`src/rtl/column_parity_top.sv`:
```
// Theta (column-parity) stage of the matrix encoder, feeding rotate_top.
// One pass reads all DEPTH slices (after a priming read of the last slice),
// XORs every bit with the parities of two neighbouring columns, and writes
// each result slice back with a one-cycle write pulse.
//
// Ports:
//   clk          rising-edge clock
//   rst          asynchronous active-low reset
//   parity_en    start request, level-sampled in idle
//   cnt_value    slice read address; line_in must be valid in the same cycle
//   line_in      slice data at cnt_value
//   write_enable one-cycle pulse per result slice
//   write_addr   slice index of write_value
//   write_value  theta result slice
//   donee        pass complete, held while parity_en stays high
module column_parity_top #(
  parameter int unsigned LINE_W = 25,
  parameter int unsigned DEPTH  = 64,
  parameter int unsigned ADDR_W = 6
) (
  input  logic              clk,
  input  logic              rst,
  input  logic              parity_en,
  output logic [ADDR_W-1:0] cnt_value,
  input  logic [LINE_W-1:0] line_in,
  output logic              write_enable,
  output logic [ADDR_W-1:0] write_addr,
  output logic [LINE_W-1:0] write_value,
  output logic              donee
);

  typedef enum logic [2:0] {
    StIdle,
    StLoadLast,
    StRead,
    StWrite,
    StFinish
  } state_e;

  localparam logic [ADDR_W-1:0] LastSlice = ADDR_W'(DEPTH - 1);

  state_e            state_q, state_d;
  logic [ADDR_W-1:0] cnt_q, cnt_d;
  logic              we_q, we_d;
  logic [ADDR_W-1:0] addr_q, addr_d;
  logic [LINE_W-1:0] val_q, val_d;
  logic              done_q, done_d;
  logic [4:0]        prev_par_q, prev_par_d;

  logic [4:0]        cur_par;
  logic [4:0]        col_term;
  logic [LINE_W-1:0] theta_out;

  // Column parity of the current slice, then the per-column term mixing
  // column x-1 of this slice with column x+1 of the previous slice.
  always_comb begin
    cur_par   = '0;
    col_term  = '0;
    theta_out = line_in;
    for (int x = 0; x < 5; x++) begin
      cur_par[x] = line_in[x] ^ line_in[5 + x] ^ line_in[10 + x] ^
                   line_in[15 + x] ^ line_in[20 + x];
    end
    for (int x = 0; x < 5; x++) begin
      col_term[x] = cur_par[(x + 4) % 5] ^ prev_par_q[(x + 1) % 5];
    end
    for (int y = 0; y < 5; y++) begin
      for (int x = 0; x < 5; x++) begin
        theta_out[5 * y + x] = line_in[5 * y + x] ^ col_term[x];
      end
    end
  end

  always_comb begin
    state_d    = state_q;
    cnt_d      = cnt_q;
    we_d       = 1'b0;
    addr_d     = addr_q;
    val_d      = val_q;
    done_d     = done_q;
    prev_par_d = prev_par_q;
    unique case (state_q)
      StIdle: begin
        cnt_d = '0;
        if (parity_en) begin
          cnt_d   = LastSlice;
          state_d = StLoadLast;
        end
      end
      StLoadLast: begin
        // Slice 0 needs the parity of the last slice as its "previous".
        prev_par_d = cur_par;
        cnt_d      = '0;
        state_d    = StRead;
      end
      StRead: begin
        val_d      = theta_out;
        addr_d     = cnt_q;
        we_d       = 1'b1;
        prev_par_d = cur_par;
        state_d    = StWrite;
      end
      StWrite: begin
        if (cnt_q == LastSlice) begin
          done_d  = 1'b1;
          state_d = StFinish;
        end else begin
          cnt_d   = cnt_q + ADDR_W'(1);
          state_d = StRead;
        end
      end
      StFinish: begin
        // Waiting for parity_en to drop prevents an immediate restart.
        if (!parity_en) begin
          done_d  = 1'b0;
          cnt_d   = '0;
          state_d = StIdle;
        end
      end
      default: state_d = StIdle;
    endcase
  end

  always_ff @(posedge clk or negedge rst) begin
    if (!rst) begin
      state_q    <= StIdle;
      cnt_q      <= '0;
      we_q       <= 1'b0;
      addr_q     <= '0;
      val_q      <= '0;
      done_q     <= 1'b0;
      prev_par_q <= '0;
    end else begin
      state_q    <= state_d;
      cnt_q      <= cnt_d;
      we_q       <= we_d;
      addr_q     <= addr_d;
      val_q      <= val_d;
      done_q     <= done_d;
      prev_par_q <= prev_par_d;
    end
  end

  assign cnt_value    = cnt_q;
  assign write_enable = we_q;
  assign write_addr   = addr_q;
  assign write_value  = val_q;
  assign donee        = done_q;

endmodule

```
`config.mk`:
```
export PLATFORM = sky130hd
export DESIGN_NAME = column_parity_top
export DESIGN_NICKNAME = d
export VERILOG_FILES = /design/src/rtl/column_parity_top.sv
export SDC_FILE = /design/constraint.sdc
export NUM_CORES = 1
export LEC_CHECK = 0
export ABC_AREA = 1
export CORE_ASPECT_RATIO = 0.6
export CORE_MARGIN = 2
export CORE_UTILIZATION = 33
export CTS_CLUSTER_SIZE = 24
export DETAILED_ROUTE_END_ITERATION = 8
export DONT_BUFFER_PORTS = 1
export MAX_ROUTING_LAYER = met4
export PLACE_DENSITY = 0.48
export SYNTH_ARGS = -nofsm -noshare
export SYNTH_HDL_FRONTEND = slang
export SYNTH_SLANG_ARGS = --single-unit
export TNS_END_PERCENT = 5
```
`constraint.sdc`:
```
create_clock -name clk -period 1.7 [get_ports clk]
set_clock_uncertainty 0.1 [all_clocks]
set_input_delay 0.17 -clock clk [delete_from_list [all_inputs] [get_ports clk]]
set_output_delay 0.17 -clock clk [all_outputs]
set_load 0.05 [all_outputs]
```
==> flow_summary.ini, run 1 <==
[setup_path]
end_kind = register
arrival_ps = 1670
startpoint = cnt_value[0]$_DFFE_PN0P_
crit_type = reg2reg
critical_path.endpoint = cnt_value[5]$_DFFE_PN0P_
worstRegToRegCells = 7
cp_max_fo = 3
path_cells = buf_4, nand3_1, nor2_1, nand2_1, a21oi_1, o21ai_0, a22oi_1
r2r_setup_slack_ps = 130
required_ps = 1810
reg2reg_from = cnt_value[0]$_DFFE_PN0P_
start_kind = register
critPathSlowestCell = dfrtp_2
worst_r2r_endpoint = cnt_value[5]$_DFFE_PN0P_
max_stage_delay_ps = 390

[power]
p_leak_nw = 1.66
ir_drop_mv = 0.882
fin_total_pwr_w = 0.00731
powerDensity_nw_per_um2 = 2220

[floorplan]
core-area_um2 = 8010
row_count = 25
die_h_um = 74.9
io_pins = 67
die_area_um2 = 9140
chipWidth_um = 122
start_util_pct = 34.5

[yosys]
synth_area_leaders = dfrtp_1 43%, nand3_1 17%, nand2_1 13%
synth_area_um2 = 2760
yosys.cell_types.count = 22
syn_nets = 397
synth_area_per_cell_um2 = 7.51
ys_seq_area_share_pct = 42.6
synth_cells = 368
yosys_warnings = 0
synth.ff_latch_count = 47
yosysTopAreaCell = dfrtp_1
yosysTopAreaCellShare_pct = 42.6

[routing]
vias_per_cell = 5.11
antenna_left = 0
dr.pass1.iters = 5
drc = 0
vias = 2563
wirelength_mm = 7.52
wl_per_cell_um = 15.0
drt_iter0_drc = 185

[clock_tree]
clk_latency_ps = 290
postCtsSetupRepairBufs = 0
clock_sinks = 47
cts_buffers = 5
clk_pin_slew_worst_paths_ps = 70
tritoncts = done
root_buffer = clkbuf_16
clk_path_buf_depth = 2
cts.htree.levels = 2

[timing]
hold_violations = 0
fin_hold_ws_ps = 4.71
slew_violations = 0
finalCriticalPeriod_ps = 1570
period_share_pct = 92.1
fmax_mhz = 638
rsz0062_at_grt = yes
tightest_slew_ps = 657
setup_viol = 0
max_slew_margin_pct = 56.1

[place]
dp_cells = 477
place_hpwl_mm = 5.39
place.gp.congestion = 0.807
dpl-instance-area_um2 = 2930
port_buffers = 0

[flow_run]
maxCapViolations = 0

[final_layout]
layout_common_cells = 99 x nand2_1, 93 x nand3_1, 45 x dfrtp_1, 37 x inv_1, 16 x dlygate4sd3_1
nNetsFinal = 422
fin_area_um2 = 3290
area_growth_pct = 19.2
instances_no_fill = 502
diodes = 0
drive_above_1_share_pct = 11.7
mostFrequentLayoutCell = nand2_1

[run_status]
status = finished clean

[global_route]
grt_pass1_vias = 2505
grt-ovfl-total = 0
grt_antenna_before_repair = 0
grt_max_degree = 48
grt.total_usage_pct = 18.7
grt_pass1_wl_mm = 12.7

[worst_hold_path]
hold_class = in2reg
==> Yosys cell counts <==
cell      number
a21oi_1       11
a22oi_1        3
buf_2          4
buf_4          2
dfrtp_1       47
ha_1           1
inv_1         37
inv_2          4
nand2_1       99
nand2_2        5
nand3_1       93
nand3_2       15
nand3b_1       7
nor2_1         9
nor2_2         1
nor2_4         1
nor3_1         3
nor3b_1        1
o21ai_0       12
o21ai_1        3
xnor2_1        5
xor2_1         5
==> kinds of logic after synthesis <==
logic type | after synthesis | share of synthesized area (%)
and+or+nand+nor | 234 | 41.4
buffers and inverters | 47 | 6.84
DFF | 47 | 42.6
AOI/OAI and AO/OA | 29 | 5.53
xor gates and xnor gates | 10 | 3.17
adders and majority gates | 1 | 0.453
==> per-layer routing <==
layer	routed length [um]	part of all wire, %	track usage (%)	up-vias
met4	95	1.3	4.47	0
li1	-	-	-	1281
met1	4110	55	28.2	1185
met3	703	9.4	5.68	9
met5	0	0	-	-
met2	2600	35	23.7	88
==> metrics by stage <==
stage / TNS (ps) / worst slack (ps) / utilization [%]
2_1_floorplan: 0 / 16.3 / -
3_3_place_gp: 0 / 156 / 36.6
5_1_grt: -90.9 / -30.1 / 41.1
4_1_cts: 0 / 88.4 / 41.1
3_5_place_dp: 0 / 108 / 36.6
6_report: 0 / 134 / 41.1
==> worst max-delay path, delay by kind of cell, from the launching register on <==
kind                   cells  cell delay [ps]
buffers and inverters      1              220
AND/OR/NAND/NOR            3              390
flip-flops                 1              390
AO/OA/AOI/OAI              3              390
==> power breakdown <==
group	switching, W	internal [W]	leakage (nW)
combinational	0.00185	0.000880	1.01
sequential	0.00177	0.00166	0.563
clock	0.000422	0.000732	0.0868
total	0.00404	0.00327	1.66
==> worst min path at each step <==
stage                 from                     endpoint  slack [ps]  depth (start not counted)
3_3_place_gp           rst  write_value[20]$_DFFE_PN0P_        -220                          0
3_5_place_dp           rst   write_value[5]$_DFFE_PN0P_        -220                          0
2_1_floorplan          rst     cnt_value[0]$_DFFE_PN0P_        -230                          0
5_1_grt        line_in[19]  write_value[19]$_DFFE_PN0P_          30                          3
4_1_cts        line_in[13]  write_value[13]$_DFFE_PN0P_           2                          3
6_report       line_in[13]  write_value[13]$_DFFE_PN0P_           5                          3
==> final cells by class <==
| cell class | count | area [um2] |
|---|---|---|
| clock buffer | 6 | 139 |
| timing repair buffer | 24 | 240 |
| sequential | 47 | 1180 |
| tap | 108 | 135 |
| fill | 859 | 4710 |
| multi-input combinational | 274 | 1410 |
| clock inverter | 2 | 35.0 |
| inverter | 41 | 154 |
==> timing repair <==
action / in CTS / in global routing
hold buffers: 17 / 0
setup endpoints to repair: 0 / 5
endpoints found under the hold margin: 64 / 0
gates resized for setup: 0 / 1
==> state kept, by name, indices dropped and copies added, names as in the netlist <==
register      count
write_value      25
cnt_value         6
write_addr        6
prev_par_q        5
state_q           3
donee             1
write_enable      1
(Power assumes the default switching activity.)
==> run 2: changes to the inputs <==
==> constraint.sdc (replaced) <==
create_clock -name clk -period 1.7 [get_ports clk]
set_clock_uncertainty 0.1 [all_clocks]
set_input_delay 0.255 -clock clk [delete_from_list [all_inputs] [get_ports clk]]
set_output_delay 0.255 -clock clk [all_outputs]
set_load 0.05 [all_outputs]
==> flow_summary.ini, run 2 (synthesis gave the netlist of run 1 again) <==
[setup_path]
cpLargestDelayFamily = simple AND/OR/NAND/NOR gates
cpMostUsedCell = inv_2
path_cells = ha_4, nand2_1, inv_2, nand2_2, nor2_2, nand3_2, nand3_4, inv_2, o21ai_0, o21ai_1
worstPathBufferInverterCount = 2
cp_max_fo = 6
arrival_ps = 1600
critPathSlowestCell = dfrtp_2
max_stage_delay_ps = 390
crit_type = reg2reg
start_kind = register
required_ps = 1770
end_kind = register
startpoint = cnt_value[0]$_DFFE_PN0P_
reg2reg_from = cnt_value[0]$_DFFE_PN0P_

[power]
p_int_w = 0.00311
power_frac_clock_pct = 14.2
comb_power_share_pct = 37.8
seqPwrFrac_pct = 48.1
powerDensity_nw_per_um2 = 2280
p_leak_nw = 1.58
p_sw_w = 0.00403
sw_frac_of_total_pct = 56.5
ir_drop_mv = 0.772

[floorplan]
row_count = 25
start_util_pct = 34.5
die_h_um = 74.9
core-area_um2 = 8010
chipWidth_um = 122
io_pins = 67
die_area_um2 = 9140

[timing]
slew_violations = 0
max_slew_margin_pct = 58.3
rsz0062_at_grt = no
tightest_slew_ps = 625
setup_viol = 0
finalCriticalPeriod_ps = 1530
hold_violations = 0
fin_hold_ws_ps = 11.2
period_share_pct = 89.8
setup_tns_ps = 0
fmax_mhz = 655

[final_layout]
drive_above_1_share_pct = 12.4
ff_latch_area_um2 = 1180
fill_cells = 856
area_growth_pct = 13.4
largest_reg_flops = 25
mostFrequentLayoutCell = nand2_1
fin_area_um2 = 3130
layout_common_cells = 99 x nand2_1, 92 x nand3_1, 45 x dfrtp_1, 37 x inv_1, 15 x nand3_2
nNetsFinal = 407
diodes = 0
multi_input_area_um2 = 1430

[clock_tree]
cts_buffers = 5
clk_latency_ps = 290
clock_sinks = 47
clk_path_buf_depth = 2
tritoncts = done
clk_pin_slew_worst_paths_ps = 60
cts.htree.levels = 2
postCtsSetupRepairBufs = 0
root_buffer = clkbuf_16

[routing]
dr.pass1.iters = 4
drt_iter0_drc = 169
vias_per_cell = 5.02
antenna_left = 0
wirelength_mm = 7.33
wl_per_cell_um = 15.0
vias = 2446
drc = 0

[place]
place.gp.congestion = 0.807
dpl-instance-area_um2 = 2930
place_hpwl_mm = 5.46
port_buffers = 0

[worst_hold_path]
hold_class = in2reg
hp-start = parity_en

[global_route]
grt.total_usage_pct = 18.0
grt_pass1_vias = 2379
grt_max_degree = 48
grt_pass1_wl_mm = 12.0
grt-ovfl-total = 0
grt_antenna_before_repair = 0

[run_status]
status = finished clean

[flow_run]
maxCapViolations = 0
[run 2: worst reg2reg max path: cells and delay by family, from the launching register on]
kind / cells / cell delay (ps)
adder cells (fa/ha/maj): 1 / 140
flip-flops: 1 / 390
buffers and inverters: 2 / 130
AO/OA/AOI/OAI: 2 / 150
AND/OR/NAND/NOR: 5 / 510
[run 2: cell type report]
cell class	count	share of cell area, %
clock buffer	7	4.55
clock inverter	1	0.160
inverter	41	4.91
multi-input combinational	274	45.6
sequential	47	37.6
tap	108	4.31
timing repair buffer	9	2.88
[run 2: repair_timing]
action	4_1_cts	5_1_grt
hold buffers	2	0
hold endpoints to repair	47	0
endpoints found under the setup margin	0	6
resized for setup	0	4
[run 2: per-stage QoR]
| step | power, W | setup slack (ps) | cells | utilization [%] |
|---|---|---|---|---|
| 3_5_place_dp | 0.00613 | 110 | 477 | 36.6 |
| 2_1_floorplan | 0.00543 | 16.3 | 368 | - |
| 3_3_place_gp | 0.00608 | 154 | 477 | 36.6 |
| 6_report | 0.00714 | 173 | 487 | 39.1 |
| 5_1_grt | 0.00772 | 3.08 | 487 | 39.1 |
| 4_1_cts | 0.00720 | 87.1 | 487 | 38.9 |
[run 2: path summary, 6_finish.rpt]
| path | end | slack, ps | cells after the start |
|---|---|---|---|
| min | state_q[0]$_DFFE_PN0P_ | 10 | 2 |
| max reg2reg | cnt_value[2]$_DFFE_PN0P_ | 170 | 10 |
| min reg2reg | state_q[0]$_DFFE_PN0P_ | 440 | 2 |
| max | cnt_value[2]$_DFFE_PN0P_ | 170 | 10 |
| min in group asynchronous | write_value[11]$_DFFE_PN0P_ | 400 | 2 |
| max in group asynchronous | cnt_value[0]$_DFFE_PN0P_ | 880 | 2 |
[run 2: power by group through the flow]
stage	registers, W	clock network (W)	logic [W]
2_1_floorplan	0.00359	0	0.00183
3_3_place_gp	0.00345	0	0.00263
3_5_place_dp	0.00346	0	0.00266
4_1_cts	0.00345	0.00104	0.00271
5_1_grt	0.00352	0.00109	0.00311
6_report	0.00343	0.00101	0.00270
[run 2: metal layers]
| metal | vias to the layer above | routed length, um | GRT usage (%) | part of all wire [%] |
|---|---|---|---|---|
| met1 | 1129 | 3900 | 26.2 | 53 |
| met2 | 69 | 2690 | 23.0 | 37 |
| met3 | 5 | 697 | 6.44 | 9.5 |
| met5 | - | 0 | - | 0 |
| met4 | 0 | 40 | 4.98 | 0.55 |
| li1 | 1243 | - | - | - |
